$ cat config.mk
export PLATFORM = sky130hd
export DESIGN_NAME = ssd_score_ctrl
export DESIGN_NICKNAME = d
export VERILOG_FILES = /design/src/rtl/ssd_score_ctrl_pkg.sv /design/src/rtl/ssd_score_ctrl_bin2bcd_seq.sv /design/src/rtl/ssd_score_ctrl.sv
export SDC_FILE = /design/constraint.sdc
export NUM_CORES = 1
export LEC_CHECK = 0
export CORE_ASPECT_RATIO = 0.5
export CORE_UTILIZATION = 37
export CTS_CLUSTER_DIAMETER = 200
export DETAILED_ROUTE_END_ITERATION = 6
export PLACE_DENSITY = 0.66
export SKIP_LAST_GASP = 1
export SYNTH_ARGS = -nofsm -noshare
export SYNTH_HDL_FRONTEND = slang
export SYNTH_HIERARCHICAL = 1
export SYNTH_SLANG_ARGS = --single-unit
$ cat constraint.sdc
create_clock -name ClkPort -period 2.37 [get_ports ClkPort]
set_input_delay 0.237 -clock ClkPort [delete_from_list [all_inputs] [get_ports ClkPort]]
set_output_delay 0.237 -clock ClkPort [all_outputs]
set_load 0.02 [all_outputs]
$ cat src/rtl/ssd_score_ctrl_pkg.sv
// Shared definitions for the score display: segment patterns, blank pattern,
// converter state encodings and small constant helpers.
package ssd_score_ctrl_pkg;

  localparam logic [7:0] SEG_OFF = 8'hFF;

  typedef enum logic [1:0] {
    ST_IDLE   = 2'd0,
    ST_SHIFT  = 2'd1,
    ST_COMMIT = 2'd2
  } conv_state_e;

  // abcdefg, active-low, a is the MSB
  localparam logic [6:0] SEG_0 = 7'b0000001;
  localparam logic [6:0] SEG_1 = 7'b1001111;
  localparam logic [6:0] SEG_2 = 7'b0010010;
  localparam logic [6:0] SEG_3 = 7'b0000110;
  localparam logic [6:0] SEG_4 = 7'b1001100;
  localparam logic [6:0] SEG_5 = 7'b0100100;
  localparam logic [6:0] SEG_6 = 7'b0100000;
  localparam logic [6:0] SEG_7 = 7'b0001111;
  localparam logic [6:0] SEG_8 = 7'b0000000;
  localparam logic [6:0] SEG_9 = 7'b0000100;
  localparam logic [6:0] SEG_A = 7'b0001000;
  localparam logic [6:0] SEG_B = 7'b1100000;
  localparam logic [6:0] SEG_C = 7'b0110001;
  localparam logic [6:0] SEG_D = 7'b1000010;
  localparam logic [6:0] SEG_E = 7'b0110000;
  localparam logic [6:0] SEG_F = 7'b0111000;

  function automatic logic [6:0] hex_to_seg(input logic [3:0] nib);
    logic [6:0] s;
    case (nib)
      4'h0: s = SEG_0;
      4'h1: s = SEG_1;
      4'h2: s = SEG_2;
      4'h3: s = SEG_3;
      4'h4: s = SEG_4;
      4'h5: s = SEG_5;
      4'h6: s = SEG_6;
      4'h7: s = SEG_7;
      4'h8: s = SEG_8;
      4'h9: s = SEG_9;
      4'hA: s = SEG_A;
      4'hB: s = SEG_B;
      4'hC: s = SEG_C;
      4'hD: s = SEG_D;
      4'hE: s = SEG_E;
      default: s = SEG_F;
    endcase
    return s;
  endfunction

  function automatic logic [31:0] pow10(input int n);
    logic [31:0] r;
    r = 32'd1;
    for (int i = 0; i < n; i++) r = r * 32'd10;
    return r;
  endfunction

endpackage

$ cat src/rtl/ssd_score_ctrl_bin2bcd_seq.sv
// Sequential double-dabble converter with valid/ready intake and a one-cycle
// done pulse; out-of-range scores are flagged at intake and reported as all nines.
//
// state     | meaning
// ST_IDLE   | ready, waiting for a score
// ST_SHIFT  | one add-3/shift iteration per clock, BIN_W iterations
// ST_COMMIT | result valid on bcd, done pulsed
module ssd_score_ctrl_bin2bcd_seq
  import ssd_score_ctrl_pkg::*;
#(
  parameter int BIN_W  = 14,
  parameter int DIGITS = 4
) (
  input  logic                  ClkPort,
  input  logic                  Reset_n,
  input  logic [BIN_W-1:0]      score_in,
  input  logic                  score_valid,
  output logic                  score_ready,
  output logic                  busy,
  output logic [4*DIGITS-1:0]   bcd,
  output logic                  done
);

  localparam int BCD_W = 4 * DIGITS;
  localparam int CNT_W = (BIN_W > 1) ? $clog2(BIN_W) : 1;
  localparam logic [31:0] SAT_LIMIT = pow10(DIGITS);

  conv_state_e        state_q, state_d;
  logic [BIN_W-1:0]   bin_q, bin_d;
  logic [BCD_W-1:0]   bcd_q, bcd_d, adj;
  logic [CNT_W-1:0]   cnt_q, cnt_d;
  logic               sat_q, sat_d;

  always_ff @(posedge ClkPort or negedge Reset_n) begin
    if (!Reset_n) begin
      state_q <= ST_IDLE;
      bin_q   <= '0;
      bcd_q   <= '0;
      cnt_q   <= '0;
      sat_q   <= 1'b0;
    end else begin
      state_q <= state_d;
      bin_q   <= bin_d;
      bcd_q   <= bcd_d;
      cnt_q   <= cnt_d;
      sat_q   <= sat_d;
    end
  end

  always_comb begin
    state_d     = state_q;
    bin_d       = bin_q;
    bcd_d       = bcd_q;
    cnt_d       = cnt_q;
    sat_d       = sat_q;
    score_ready = 1'b0;
    busy        = 1'b0;
    done        = 1'b0;
    adj         = bcd_q;
    for (int i = 0; i < DIGITS; i++) begin
      if (bcd_q[4*i +: 4] >= 4'd5) adj[4*i +: 4] = bcd_q[4*i +: 4] + 4'd3;
    end
    case (state_q)
      ST_IDLE: begin
        score_ready = 1'b1;
        if (score_valid) begin
          bin_d   = score_in;
          bcd_d   = '0;
          cnt_d   = '0;
          sat_d   = (32'(score_in) >= SAT_LIMIT);
          state_d = ST_SHIFT;
        end
      end
      ST_SHIFT: begin
        busy  = 1'b1;
        // top BCD bit falls off; only matters for saturated values
        bcd_d = BCD_W'({adj, bin_q[BIN_W-1]});
        bin_d = bin_q << 1;
        cnt_d = cnt_q + CNT_W'(1);
        if (cnt_q == CNT_W'(BIN_W - 1)) state_d = ST_COMMIT;
      end
      ST_COMMIT: begin
        busy    = 1'b1;
        done    = 1'b1;
        state_d = ST_IDLE;
      end
      default: state_d = ST_IDLE;
    endcase
  end

  assign bcd = sat_q ? {DIGITS{4'd9}} : bcd_q;

endmodule

$ cat src/rtl/ssd_score_ctrl.sv
// Score display top: BCD converter, display registers and digit scan onto
// active-low pins. Optional leading-zero blanking via SSD_LEADING_ZERO_BLANK_EN.
module ssd_score_ctrl
  import ssd_score_ctrl_pkg::*;
#(
  parameter int BIN_W      = 14,
  parameter int DIGITS     = 4,
  parameter int SCAN_SHIFT = 18
) (
  input  logic                ClkPort,
  input  logic                Reset_n,
  input  logic [BIN_W-1:0]    score_in,
  input  logic                score_valid,
  output logic                score_ready,
  input  logic [DIGITS-1:0]   dp_mask,
  output logic                busy,
  output logic [7:0]          An,
  output logic [7:0]          Cath
);

  localparam int IDX_W = (DIGITS > 1) ? $clog2(DIGITS) : 1;

  logic [4*DIGITS-1:0]  bcd;
  logic                 done;
  logic [4*DIGITS-1:0]  disp_q;
  logic [SCAN_SHIFT-1:0] presc_q;
  logic [IDX_W-1:0]     idx_q;
  logic [7:0]           an_q, cath_q, an_d, cath_d;
  logic [DIGITS-1:0]    blank_v;
  logic [3:0]           nib;
  logic                 dp_on, blank;

  ssd_score_ctrl_bin2bcd_seq #(
    .BIN_W  (BIN_W),
    .DIGITS (DIGITS)
  ) u_bin2bcd (
    .ClkPort     (ClkPort),
    .Reset_n     (Reset_n),
    .score_in    (score_in),
    .score_valid (score_valid),
    .score_ready (score_ready),
    .busy        (busy),
    .bcd         (bcd),
    .done        (done)
  );

  always_ff @(posedge ClkPort or negedge Reset_n) begin
    if (!Reset_n) begin
      presc_q <= '0;
      idx_q   <= '0;
      disp_q  <= '0;
      an_q    <= 8'hFF;
      cath_q  <= SEG_OFF;
    end else begin
      presc_q <= presc_q + SCAN_SHIFT'(1);
      if (&presc_q) idx_q <= (idx_q == IDX_W'(DIGITS - 1)) ? '0 : idx_q + IDX_W'(1);
      if (done) disp_q <= bcd;
      an_q   <= an_d;
      cath_q <= cath_d;
    end
  end

`ifdef SSD_LEADING_ZERO_BLANK_EN
  logic all_zero;
  always_comb begin
    all_zero = 1'b1;
    blank_v  = '0;
    for (int i = DIGITS - 1; i >= 0; i--) begin
      all_zero   = all_zero & (disp_q[4*i +: 4] == 4'd0);
      blank_v[i] = all_zero && (i > 0);
    end
  end
`else
  assign blank_v = '0;
`endif

  // anode and cathode come from the same index in the same cycle
  always_comb begin
    nib    = 4'd0;
    dp_on  = 1'b0;
    blank  = 1'b0;
    an_d   = 8'hFF;
    cath_d = SEG_OFF;
    for (int i = 0; i < DIGITS; i++) begin
      if (idx_q == IDX_W'(i)) begin
        nib     = disp_q[4*i +: 4];
        dp_on   = dp_mask[i];
        blank   = blank_v[i];
        an_d[i] = 1'b0;
      end
    end
    cath_d = {hex_to_seg(nib), ~dp_on};
    if (blank) begin
      an_d   = 8'hFF;
      cath_d = SEG_OFF;
    end
  end

  assign An   = an_q;
  assign Cath = cath_q;

endmodule
==> results.sh <==
export IMPL_die_h_microns=78.9
export IMPL_synth_top_cell_area_share_pct=41.7
export IMPL_nets=480
export IMPL_cts_sinks=85
export IMPL_power_density_nw_per_um2=882
export IMPL_irDropWorstVdd_v=0.000512
export IMPL_antenna_left=0
export IMPL_cap_violations=0
export IMPL_critPathKind="reg -> reg"
export IMPL_numCtsBuffers=9
export IMPL_io_buffers=34
export IMPL_grt_overflow=0
export IMPL_finalHoldViolCount=0
export IMPL_final_common_cell="dfrtp_1"
export IMPL_layout_drive_gt1_share_pct=16.8
export IMPL_most_common_layout_cells="dfrtp_1, nand2_1, clkdlybuf4s50_1, o21ai_0, inv_1"
export IMPL_ios=39
export IMPL_cts_root_buf="clkbuf_16"
export IMPL_cp_max_fo=7
export IMPL_tightestPinTransition_ps=1120
export IMPL_path_cells="inv_1 > ha_2 > inv_1 > o311ai_4 > inv_1 > ha_1 > nor3b_1 > a211o_1"
export IMPL_drt_first_pass_iters=4
export IMPL_fin_worst_skew_ps=6.34
export IMPL_period_minus_slack_ps=2170
export IMPL_synth_area_leader_cell="dfrtp_1"
export IMPL_outcome="finished, final reports clean"
export IMPL_gp_congestion=0.824
export IMPL_post_route_period_util_pct=91.5
export IMPL_n_fill_cell=1046
export IMPL_multiInputGateArea_sq_um=2020
export IMPL_max_slew_margin_pct=25.4
export IMPL_final_setup_tns_ps=0
export IMPL_grt_setup_unrepaired="false"
export IMPL_synth_ff_type="dfrtp_1"
export IMPL_vias=2885
export IMPL_fmax_ghz=0.461
export IMPL_synthAdderAreaFrac_pct=6.86
export IMPL_critPathArrivalTime_ps=2430
export IMPL_grt_max_degree=46
export IMPL_clock_latency_ps=330
export IMPL_ys_top_cells_by_area="dfrtp_1, dfstp_2, ha_1"
export IMPL_drt_iter0_drc=176
export IMPL_yosys_area_share_simple_pct=13.3
export IMPL_synth_edff_count=0
export IMPL_grt_pass1_vias=2792
export IMPL_syn_area_per_cell_sq_um=10.9
export IMPL_end_kind="register"
export IMPL_synth_top_family_by_area="simple AND/OR/NAND/NOR gates"
export IMPL_grt_pass1_wl_microns=14000
export IMPL_ys_seq_area_share_pct=48.9
export IMPL_routed_wl_microns=8050
export IMPL_register_area_sq_um=2140
export IMPL_setup_viol=0
export IMPL_antenna_found_initial=0
export IMPL_die_x_microns=156
export IMPL_synth_xor_area_share_pct=4.80
export IMPL_via_per_inst=4.82
export IMPL_dp_hpwl_microns=5540
export IMPL_ys_warn_count=13
export IMPL_fp_row_count=27
export IMPL_cp_required_ps=2630
export IMPL_critical_path_max_stage_delay_ps=410
export IMPL_routedWlPerCell_microns=13.4
export IMPL_synth_cell_area_sq_um=4380
export IMPL_track_usage_pct=14.5
export IMPL_area_growth_pct=17.7
export IMPL_cts_setup_buffers=0
export IMPL_muxShareOfSynthArea_pct=8.32
export IMPL_cpMaxStageDelayCell="o311ai_4"
export IMPL_core_area_sq_um=11200
export IMPL_async_flop_share_pct=100
export IMPL_crit_top_cell="inv_1"
export IMPL_hp_class="in -> reg"
export IMPL_leakage_nw=2.32
export IMPL_synth_compound_area_share_pct=12.4
export IMPL_synth_seq_cells=85
export IMPL_synth_distinct_cells=60
export IMPL_die_area_sq_um=12300
export IMPL_finalMaxSlewViolations=0
export IMPL_final_area_sq_um=5150
export IMPL_syn_inst=401
export IMPL_startpoint_type="register"
export IMPL_placed_cell_area_sq_um=4830
export IMPL_cts_buffer_depth=2
export IMPL_cts_tree="yes"
export IMPL_initial_core_util_pct=38.9
export IMPL_htree_num_levels=3
export IMPL_drc=0
export IMPL_n_antenna_cell=0
export IMPL_cts_reportedPaths_clkPinSlew_ps=70
timing repair:
item / CTS / global route
setup endpoints to repair: 0 / 4
endpoints found under the hold margin: 44 / 0
hold buffers: 1 / 0
resized for setup: 0 / 2
path summary, 6_finish.rpt:
check / cells past startpoint / slack [ps] / to / from
setup / recovery: 8 / 200 / Cath[7] / idx_q[0]
hold / removal: 2 / 420 / Cath[0] / dp_mask[3]
setup reg to reg: 8 / 200 / Cath[7] / idx_q[0]
hold reg to reg: 1 / 470 / presc_q[6] / presc_q[6]
max in group asynchronous: 3 / 1220 / Cath[2] / Reset_n
min in group asynchronous: 2 / 430 / u_bin2bcd/bin_q[11] / Reset_n
worst max-delay path, delay by kind of cell (launching register included):
family | cells | cell delay (ps)
buffers and inverters | 3 | 360
AND/OR/NAND/NOR | 1 | 130
AO/OA/AOI/OAI | 2 | 680
adder cells (fa/ha/maj) | 2 | 510
flip-flops | 1 | 400
registers in the layout, summed over array words and instances (netlist names):
| signal | flops |
|---|---|
| idx_q | 2 |
| disp_q | 16 |
| presc_q | 18 |
| Cath | 8 |
| u_bin2bcd/bin_q | 14 |
| u_bin2bcd/sat_q | 1 |
| u_bin2bcd/bcd_q | 16 |
| u_bin2bcd/cnt_q | 4 |
| An | 4 |
| u_bin2bcd/state_q | 2 |
where the power goes:
group | total [mW] | internal, mW | switching (mW)
sequential | 1.88 | 1.69 | 0.187
clock | 1.44 | 0.851 | 0.590
combinational | 1.22 | 0.524 | 0.700
layer usage:
layer  GRT usage, %  share of wire, %  up-vias
met4           4.12              0.77        0
li1               -                 -     1451
met1           19.8                50     1391
met2           22.7                46       38
met5              0                 0        -
met3           3.93               2.7        5
cell type report:
| cell class | instances | share of cell area [%] |
|---|---|---|
| Inverter | 24 | 1.75 |
| Timing Repair Buffer | 39 | 7.58 |
| Clock buffer | 10 | 4.64 |
| Clock inverter | 6 | 1.36 |
| Tap cell | 159 | 3.86 |
| Sequential cell | 85 | 41.6 |
| Multi-Input combinational cell | 276 | 39.2 |
cell usage after synthesis (all sizes together) (12+ instances only):
| master | n |
|---|---|
| dfstp | 12 |
| dfrtp | 73 |
| nand2 | 38 |
| buf | 17 |
| inv | 24 |
| nand3 | 18 |
| nor2 | 19 |
| mux2 | 16 |
| o21ai | 28 |
| mux2i | 18 |
| ha | 24 |
| xnor2 | 17 |
stage by stage:
stage	std cells	hold WS [ps]	utilization, %	setup slack (ps)	total power, mW
final	599	422	45.8	202	4.54
after global routing	599	412	45.8	24.6	4.85
after CTS	599	416	45.7	99.3	4.60
after detailed placement	582	289	42.9	130	3.14
after global placement	582	285	42.9	204	3.10
after floorplan	404	-58.6	-	302	2.83
cells by family after synthesis:
group	Yosys count
compound gates	78
xor+xnor	24
fa+ha+maj	24
buf+inv	43
flops	85
mux	34
other cells	1
simple gates	112
Power figures use the tool's default switching activity.
